--- src/rtl/mult_div_sequencer_if.sv ---
// mult_div_sequencer_if: execute-stage request/response bundle for the multiply/divide sequencer.
interface mult_div_sequencer_if #(parameter int WIDTH = 32);
    logic             start;
    logic [1:0]       op;
    logic [WIDTH-1:0] operandA;
    logic [WIDTH-1:0] operandB;
    logic             busy;
    logic             done;
    logic             divByZero;
    logic [WIDTH-1:0] hiOut;
    logic [WIDTH-1:0] loOut;
    modport master(output start, op, operandA, operandB, input busy, done, divByZero, hiOut, loOut);
    modport slave(input start, op, operandA, operandB, output busy, done, divByZero, hiOut, loOut);
endinterface

--- src/rtl/mult_div_sequencer.sv ---
// mult_div_sequencer: bit-serial MULT/MULTU/DIV/DIVU unit owning HI/LO.
// Define MDU_EARLY_OUT_EN to let multiplies stop once the remaining multiplier is zero.
module mult_div_sequencer #(
    parameter int WIDTH = 32,
    parameter int CNT_W = 6
) (
    input logic clk,
    input logic reset,
    mult_div_sequencer_if.slave bus
);
    typedef enum logic [1:0] {IDLE, CALC, FIX, DONE} state_t;
    state_t             state;
    logic               is_div, sa, sb, busy, done, dbz;
    logic [2*WIDTH-1:0] acc, mc;
    logic [WIDTH-1:0]   mr, a_raw, hi, lo;
    logic [CNT_W-1:0]   cnt;
    logic               sgn, ge, last;
    logic [WIDTH-1:0]   a_mag, b_mag, q, r;
    logic [2*WIDTH-1:0] mul_next, div_next, prod;
    always_comb begin
        sgn = !bus.op[0];
        a_mag = (sgn && bus.operandA[WIDTH-1]) ? -bus.operandA : bus.operandA;
        b_mag = (sgn && bus.operandB[WIDTH-1]) ? -bus.operandB : bus.operandB;
        mul_next = acc + (mr[0] ? mc : '0);
        // restoring step: the shifted-out top bit means the partial remainder already exceeds the divisor
        ge = acc[2*WIDTH-1] || (acc[2*WIDTH-2:WIDTH-1] >= mr);
        div_next = {ge ? acc[2*WIDTH-2:WIDTH-1] - mr : acc[2*WIDTH-2:WIDTH-1], acc[WIDTH-2:0], ge};
        prod = (sa ^ sb) ? -acc : acc;
        q = (sa ^ sb) ? -acc[WIDTH-1:0] : acc[WIDTH-1:0];
        r = sa ? -acc[2*WIDTH-1:WIDTH] : acc[2*WIDTH-1:WIDTH];
`ifdef MDU_EARLY_OUT_EN
        last = (cnt == '0) || (!is_div && mr[WIDTH-1:1] == '0);
`else
        last = (cnt == '0);
`endif
    end
    always_ff @(posedge clk or posedge reset) begin
        if (reset) begin
            state  <= IDLE;
            is_div <= 1'b0;
            sa     <= 1'b0;
            sb     <= 1'b0;
            busy   <= 1'b0;
            done   <= 1'b0;
            dbz    <= 1'b0;
            acc    <= '0;
            mc     <= '0;
            mr     <= '0;
            a_raw  <= '0;
            hi     <= '0;
            lo     <= '0;
            cnt    <= '0;
        end else begin
            done <= 1'b0;
            dbz  <= 1'b0;
            case (state)
                IDLE: if (bus.start) begin
                    is_div <= bus.op[1];
                    sa     <= sgn && bus.operandA[WIDTH-1];
                    sb     <= sgn && bus.operandB[WIDTH-1];
                    a_raw  <= bus.operandA;
                    acc    <= bus.op[1] ? {{WIDTH{1'b0}}, a_mag} : '0;
                    mc     <= {{WIDTH{1'b0}}, a_mag};
                    mr     <= b_mag;
                    cnt    <= CNT_W'(WIDTH - 1);
                    busy   <= 1'b1;
                    state  <= CALC;
                end
                CALC: begin
                    if (is_div) acc <= div_next;
                    else begin
                        acc <= mul_next;
                        mc  <= mc << 1;
                        mr  <= mr >> 1;
                    end
                    cnt <= cnt - 1'b1;
                    if (last) state <= FIX;
                end
                FIX: begin
                    hi    <= !is_div ? prod[2*WIDTH-1:WIDTH] : (mr == '0) ? a_raw : r;
                    lo    <= !is_div ? prod[WIDTH-1:0] : (mr == '0) ? '1 : q;
                    dbz   <= is_div && mr == '0;
                    done  <= 1'b1;
                    state <= DONE;
                end
                default: begin
                    busy  <= 1'b0;
                    state <= IDLE;
                end
            endcase
        end
    end
    assign bus.busy      = busy;
    assign bus.done      = done;
    assign bus.divByZero = dbz;
    assign bus.hiOut     = hi;
    assign bus.loOut     = lo;
endmodule

--- src/flat_wrapper.sv ---
// flat-port wrapper written by rule: the top's interface ports become plain ports
module mult_div_sequencer_flat 
#(
    parameter int WIDTH = 32,
    parameter int CNT_W = 6
)
  (clk, reset, bus_start, bus_op, bus_operandA, bus_operandB, bus_busy, bus_done, bus_divByZero, bus_hiOut, bus_loOut);
  mult_div_sequencer_if #(.WIDTH(WIDTH)) bus_i ();
  input logic clk;
  input logic reset;
  input wire logic [$bits(bus_i.start)-1:0] bus_start;
  input wire logic [$bits(bus_i.op)-1:0] bus_op;
  input wire logic [$bits(bus_i.operandA)-1:0] bus_operandA;
  input wire logic [$bits(bus_i.operandB)-1:0] bus_operandB;
  output wire logic [$bits(bus_i.busy)-1:0] bus_busy;
  output wire logic [$bits(bus_i.done)-1:0] bus_done;
  output wire logic [$bits(bus_i.divByZero)-1:0] bus_divByZero;
  output wire logic [$bits(bus_i.hiOut)-1:0] bus_hiOut;
  output wire logic [$bits(bus_i.loOut)-1:0] bus_loOut;
  assign bus_i.start = bus_start;
  assign bus_i.op = bus_op;
  assign bus_i.operandA = bus_operandA;
  assign bus_i.operandB = bus_operandB;
  assign bus_busy = bus_i.busy;
  assign bus_done = bus_i.done;
  assign bus_divByZero = bus_i.divByZero;
  assign bus_hiOut = bus_i.hiOut;
  assign bus_loOut = bus_i.loOut;
  mult_div_sequencer #(.WIDTH(WIDTH), .CNT_W(CNT_W)) u_core (.clk(clk), .reset(reset), .bus(bus_i));
endmodule
--- config.mk ---
export PLATFORM = sky130hd
export DESIGN_NAME = mult_div_sequencer_flat
export DESIGN_NICKNAME = d
export VERILOG_FILES = /design/src/rtl/mult_div_sequencer_if.sv /design/src/rtl/mult_div_sequencer.sv /design/src/flat_wrapper.sv
export SDC_FILE = /design/constraint.sdc
export NUM_CORES = 1
export LEC_CHECK = 0
export CORE_AREA = 2 2 209 293
export CTS_CLUSTER_DIAMETER = 200
export CTS_CLUSTER_SIZE = 20
export DETAILED_ROUTE_END_ITERATION = 16
export DIE_AREA = 0 0 211 295
export MAX_ROUTING_LAYER = met4
export PLACE_DENSITY = 0.57
export SKIP_LAST_GASP = 1
export SYNTH_ARGS = -nofsm -noshare
export SYNTH_HDL_FRONTEND = slang
export SYNTH_SLANG_ARGS = --single-unit
--- constraint.sdc ---
create_clock -name clk -period 11.04 [get_ports clk]
set_clock_uncertainty 0.2 [all_clocks]
set_input_delay 1.104 -clock clk [delete_from_list [all_inputs] [get_ports clk]]
set_output_delay 1.104 -clock clk [all_outputs]
set_load 0.03 [all_outputs]
-- Word-level counts from Yosys, hierarchy flattened
Index checks and enable logic that the tools add are counted.
- bits in registers: 270
- input port bits: 69
- output and inout port bits: 67
- logic and storage cells: 75
- add/subtract/negate cells: 8
- order comparisons: 1
- eq/ne operators: 5
- mux-type cells: 30
- bitwise gates (word level): 2
- reduce and logical (&&, ||, !) cells: 15
- operators by type and width (kind ; number):
    32-bit 2-to-1 mux ; 12
    64-bit 2-to-1 mux ; 6
    64-bit one-hot mux with 2 select lines ; 2
    32-bit negation ; 4
    64-bit adder ; 1
    64-bit negation ; 1
    32-bit one-hot mux with 2 select lines ; 1
    32-bit >= comparator ; 1
    32-bit zero test ; 1
    32-bit subtractor ; 1
    6-bit one-hot mux with 2 select lines ; 1
    2-bit AND reduction ; 4
    6-bit zero test ; 1
    6-bit 2-to-1 mux ; 1
    2-bit one-hot mux with 3 select lines ; 1
    6-bit by 1-bit subtractor with 6-bit output (second input constant) ; 1
    2-bit 2-to-1 mux ; 2
    2-bit inequality test (second input constant) ; 2
    1-bit logical AND ; 3
    1-bit 2-to-1 mux ; 3
    3-bit AND reduction ; 1
    2-bit by 1-bit equality test with 1-bit output (second input constant) ; 1
    2-bit equality test (second input constant) ; 1
    2-bit zero test ; 1
    8 further kinds ; 8

-- Logic depth before layout (Yosys ltp)
- word-level depth: 6
- depth in mapped cells: 15

-- Least setup slack after synthesis
Ideal clock, no wire load.
- path type: input-to-reg
- start point: input port bus_operandA[13]
- end point: register u_core.acc[27]
- library setup time: 137 ps
- data arrival time: 3520 ps
- required time: 10703 ps
- path slack: 7183 ps
- stages: 10
- path buffers: 0
- cells stage by stage: or4_4 or3_4 or4_4 or3_4 nor2b_2 a21oi_1 xnor2_1 nor2_1 a221oi_1 a21oi_1
- cells in the longest elaborated chain, start to end: 5
- RTL lines (what ; line ; text):
    start, declared ; flat_wrapper.sv:13 ; input wire logic [$bits(bus_i.operandA)-1:0] bus_operandA;
    32-bit negation ; mult_div_sequencer.sv:22 ; a_mag = (sgn && bus.operandA[WIDTH-1]) ? -bus.operandA : bus.operandA;
    32-bit 2-to-1 mux ; mult_div_sequencer.sv:22 ;
    32-bit 2-to-1 mux ; mult_div_sequencer.sv:62 ; acc <= bus.op[1] ? {{WIDTH{1'b0}}, a_mag} : '0;
    64-bit 2-to-1 mux ; mult_div_sequencer.sv:57 ; IDLE: if (bus.start) begin
    64-bit one-hot mux with 2 select lines ; mult_div_sequencer.sv:56 ; case (state)
    end signal, assigned ; mult_div_sequencer.sv:62 ;
    end signal, assigned ; mult_div_sequencer.sv:70 ; if (is_div) acc <= div_next;
    end signal, assigned ; mult_div_sequencer.sv:72 ; acc <= mul_next;
    end, declared ; mult_div_sequencer.sv:14 ; logic [2*WIDTH-1:0] acc, mc;
No other way between the ends. The select of a mux whose other input is x is not followed.
A chain may end at the register's enable or synchronous reset.

-- Final worst setup path
- start point: register u_core.mr[0]
- end point: register u_core.acc[62]
- cells in the longest elaborated chain, start to end: 5
- elaborated cells between the ends (all ways): 8
- classes of those cells: 2 x add/sub; 1 x order compare; 4 x mux; 1 x reduce/logical
- RTL lines (what ; line ; text):
    start, declared ; mult_div_sequencer.sv:15 ; logic [WIDTH-1:0] mr, a_raw, hi, lo;
    start signal, assigned ; mult_div_sequencer.sv:64 ; mr <= b_mag;
    start signal, assigned ; mult_div_sequencer.sv:74 ; mr <= mr >> 1;
    parallel branches: the longest is 3 deep, another holds 64-bit adder ; -- ;
    64-bit 2-to-1 mux (*) ; mult_div_sequencer.sv:70 ;
    64-bit one-hot mux with 2 select lines (*) ; mult_div_sequencer.sv:56 ;
Mark *: on every way between the ends.

==> run summary <==
===============================================================================
Run status                                                            completed
Critical Path Slowest Stage Cell                                      a2111oi_0
Portion of the post-synthesis area used by sequential elements            31.7%
Cell-by-cell listing of the critical path                          buf_4 -> and2_1 -> ha_1 -> fa_1 -> a211oi_1 -> nor3_1 -> o21bai_1 -> a2111oi_0 -> buf_4 -> o211ai_1 -> a21oi_1 -> a21oi_1 -> o31ai_1 -> mux2i_1 -> a21boi_0
Clock latency at the later pin of the worst-skew pair                    560 ps
Clock transition at the registers of the reported paths                  100 ps
Maximum net fanout on the critical path                                      66
CTS-repair resized insts                                                      0
Antenna violations before repair                                              1
Post-DRT Antenna Nets                                                         0
Synth warn                                                                    0
Routed Wire Length                                                     78500 µm
Die Span X                                                               211 µm
Via count of the first global-routing pass                                20300
Bufs and invs on worst path                                                   2
TritonRoute pass-1 iters                                                      6
Crit path time final                                                    4880 ps
Number of violations of the max-capacitance limit                             0
Placer Congestion                                                         0.974
Number of cells in the design after placement                              3369
TritonCTS clock tree                                                        yes
Clk root buf                                                          clkbuf_16
First-pass GRT wire length                                            121000 µm
Relative slew slack                                                       28.5%
Crit path launch type                                                  register
Share of the clock period used by the worst path after layout             44.2%
Synth Area in XOR/XNOR                                                    8.89%
Placeable Area                                                        59500 µm²
Worst stage delay on the critical path                                   830 ps
Gate count after technology mapping                                        2632
Post-Synthesis Cell Area                                              21300 µm²
Total number of clock tree sinks                                            270
Post-detailed-route via-to-cell ratio                                      5.90
Cell depth of the worst min-delay path                                        1
Initial Utilization                                                       35.7%
Total DRC errors in the routed layout                                         0
Buffers inserted during post-CTS setup optimization                           0
Initial DRC Count                                                          1563
Area taken by flip-flops and latches                                   6760 µm²
Port Buffers                                                                135
Highest ir drop seen on vdd                                          0.000144 V
Maximum frequency from static timing analysis                           205 MHz
Post-synth EDFFs                                                              0
Final nets                                                                 2807
Area fraction in compound gates after synthesis                           25.6%
Number of hold violations in the final report                                 0
Top delay family on crit path                                      compound AO/OA/AOI/OAI gates
Synth Area in Adders                                                      6.30%
Filler cells                                                               6141
Final HPWL from detailed placement                                     59500 µm
Synthesized-area fraction occupied by and/or/nand/nor cells               18.1%
Post-route total power                                                  7.37 mW
Number of buffers added to fix hold violations after cts                      0
Full die area                                                         62200 µm²
Worst EP arrival                                                        5140 ps
Layout cells sized above 1                                                5.13%
Standby leakage power                                                   9.85 nW
Number of cells on the critical path                                         15
Count of standard-cell rows                                                 106
Worst-Margin Slew                                                       1070 ps
TritonCTS Buffers                                                            17
Area grow syn2layout                                                      11.1%
Area of the multi-input gates                                         13600 µm²
Die height                                                               295 µm
PD cells                                                             312 nW/µm²
Worst hold path class                                                   reg2reg
Overall fraction of global-route tracks in use                            25.9%
Setup repair after global routing missed its margin                          no
Accumulated negative setup slack                                           0 ps
Async set-or-reset flop fraction in the synthesized netlist                100%
Register bit total from synthesis                                           270
CTS max path bufs                                                             3
Post-route core utilization                                               39.7%
Fraction of synthesized area in multiplexers                              4.46%
Number of distinct library cells after synthesis                             85
Critical path endpoint category                                        register
# IOs                                                                       136
H-tree depth                                                                  1
Worst endpoint required time                                           11300 ps
Commonest non-fill, non-tap cell in the layout                          nand2_1
Routed length per instance                                              23.2 µm
Post-layout instance count excluding filler cells                          3390
Classification of the worst setup path                                  reg2reg
Grt ovf                                                                       0
Setup-failing EPs final                                                       0
Pin count of the biggest net entering global routing                        133
Syn_area_per_cell                                                      8.09 µm²
Count of final max-slew check failures                                        0
Post-Syn Nets                                                              2807
Largest family of logic cells by synthesized area                  compound AO/OA/AOI/OAI gates
Primary flip-flop cell chosen by synthesis mapping                      dfrtp_1
Highest-count cells in the layout ignoring fill and taps           275 x nand2_1, 270 x o21ai_0, 269 x dfrtp_1
Via Count                                                                 20000
Number of cells traversed by the worst register-to-register path             15
===============================================================================
final cells by class:
| class | instances | share of cell area [%] |
|---|---|---|
| timing repair buffer | 163 | 6.60 |
| tap | 756 | 4.00 |
| inverter | 90 | 1.46 |
| antenna | 1 | 0.0106 |
| sequential | 270 | 28.6 |
| clock buffer | 18 | 1.81 |
| clock inverter | 2 | 0.0846 |
| multi-input combinational | 2090 | 57.5 |
cell usage after synthesis (all sizes together), types with 11 or more instances:
library cell / count / area share (%)
o21ai: 277 / 6.6
nand2: 276 / 4.9
dfrtp: 270 / 32
nor2: 234 / 4.1
a21oi: 228 / 5.4
clkbuf: 156 / 2.8
xnor2: 134 / 5.5
ha: 104 / 6.1
inv: 90 / 1.6
xor2: 82 / 3.4
and2: 73 / 2.1
mux2i: 52 / 2.4
a21o: 40 / 1.4
mux2: 38 / 2.0
nor3: 36 / 0.87
a22o: 34 / 1.4
a31oi: 32 / 0.94
nand3: 30 / 0.71
nand4: 29 / 0.85
nor4: 28 / 0.92
o31ai: 28 / 1.1
o22a: 27 / 1.1
buf: 26 / 0.59
nand2b: 22 / 0.65
a211oi: 21 / 0.74
o211ai: 21 / 0.74
a221oi: 17 / 0.70
o221ai: 17 / 0.70
o41ai: 17 / 0.73
nor2b: 16 / 0.48
a22oi: 15 / 0.53
and3: 15 / 0.44
or3: 15 / 0.49
o21bai: 14 / 0.49
or4: 11 / 0.46
per-stage QoR:
step,hold slack [ps],setup WS [ps],cell area [µm²]
2_1_floorplan,245,2300,21300
3_3_place_gp,273,6260,23200
3_5_place_dp,283,6100,23200
4_1_cts,308,6040,23600
5_1_grt,320,5730,23700
6_report,304,6160,23700
power breakdown:
| group | internal, mW | switching [mW] | leakage (nW) | total [mW] |
|---|---|---|---|---|
| registers | 1.40 | 0.549 | 3.34 | 1.95 |
| logic | 1.81 | 2.96 | 6.29 | 4.76 |
| clock network | 0.282 | 0.376 | 0.221 | 0.658 |
| total | 3.49 | 3.88 | 9.85 | 7.37 |
registers in the layout (all words and copies together) (netlist names):
name,cells
u_core.a_raw,32
u_core.acc,64
u_core.bus.busy,1
u_core.bus.divByZero,1
u_core.bus.done,1
u_core.bus.hiOut,32
u_core.bus.loOut,32
u_core.cnt,6
u_core.is_div,1
u_core.mc,64
u_core.mr,32
u_core.sa,1
u_core.sb,1
u_core.state,2
final timing paths:
| check | startpoint | to | slack, ps |
|---|---|---|---|
| max | u_core.mr[0]$_DFFE_PP0P_ | u_core.acc[62]$_DFFE_PP0P_ | 6160 |
| min | u_core.bus.loOut[17]$_DFFE_PP0P_ | u_core.bus.loOut[17]$_DFFE_PP0P_ | 300 |
| max reg2reg | u_core.mr[0]$_DFFE_PP0P_ | u_core.acc[62]$_DFFE_PP0P_ | 6160 |
| min reg2reg | u_core.bus.loOut[17]$_DFFE_PP0P_ | u_core.bus.loOut[17]$_DFFE_PP0P_ | 300 |
| max in group asynchronous | reset | u_core.is_div$_DFFE_PP0P_ | 7980 |
| min in group asynchronous | reset | u_core.bus.loOut[4]$_DFFE_PP0P_ | 950 |
cells by family after synthesis:
group | Yosys count
flip-flops | 270
buffers and inverters | 272
multiplexers | 90
adder cells (fa/ha/maj) | 106
AND/OR/NAND/NOR | 814
AO/OA/AOI/OAI | 864
XOR/XNOR | 216
per-layer routing:
| metal | vias to the layer above | routed length, µm | GRT usage [%] |
|---|---|---|---|
| met5 | - | 0 | - |
| met4 | 0 | 5640 | 16.4 |
| met3 | 235 | 3180 | 2.20 |
| met2 | 635 | 39500 | 45.0 |
| met1 | 9723 | 30200 | 28.5 |
| li1 | 9417 | - | - |
(Power assumes the default switching activity.)
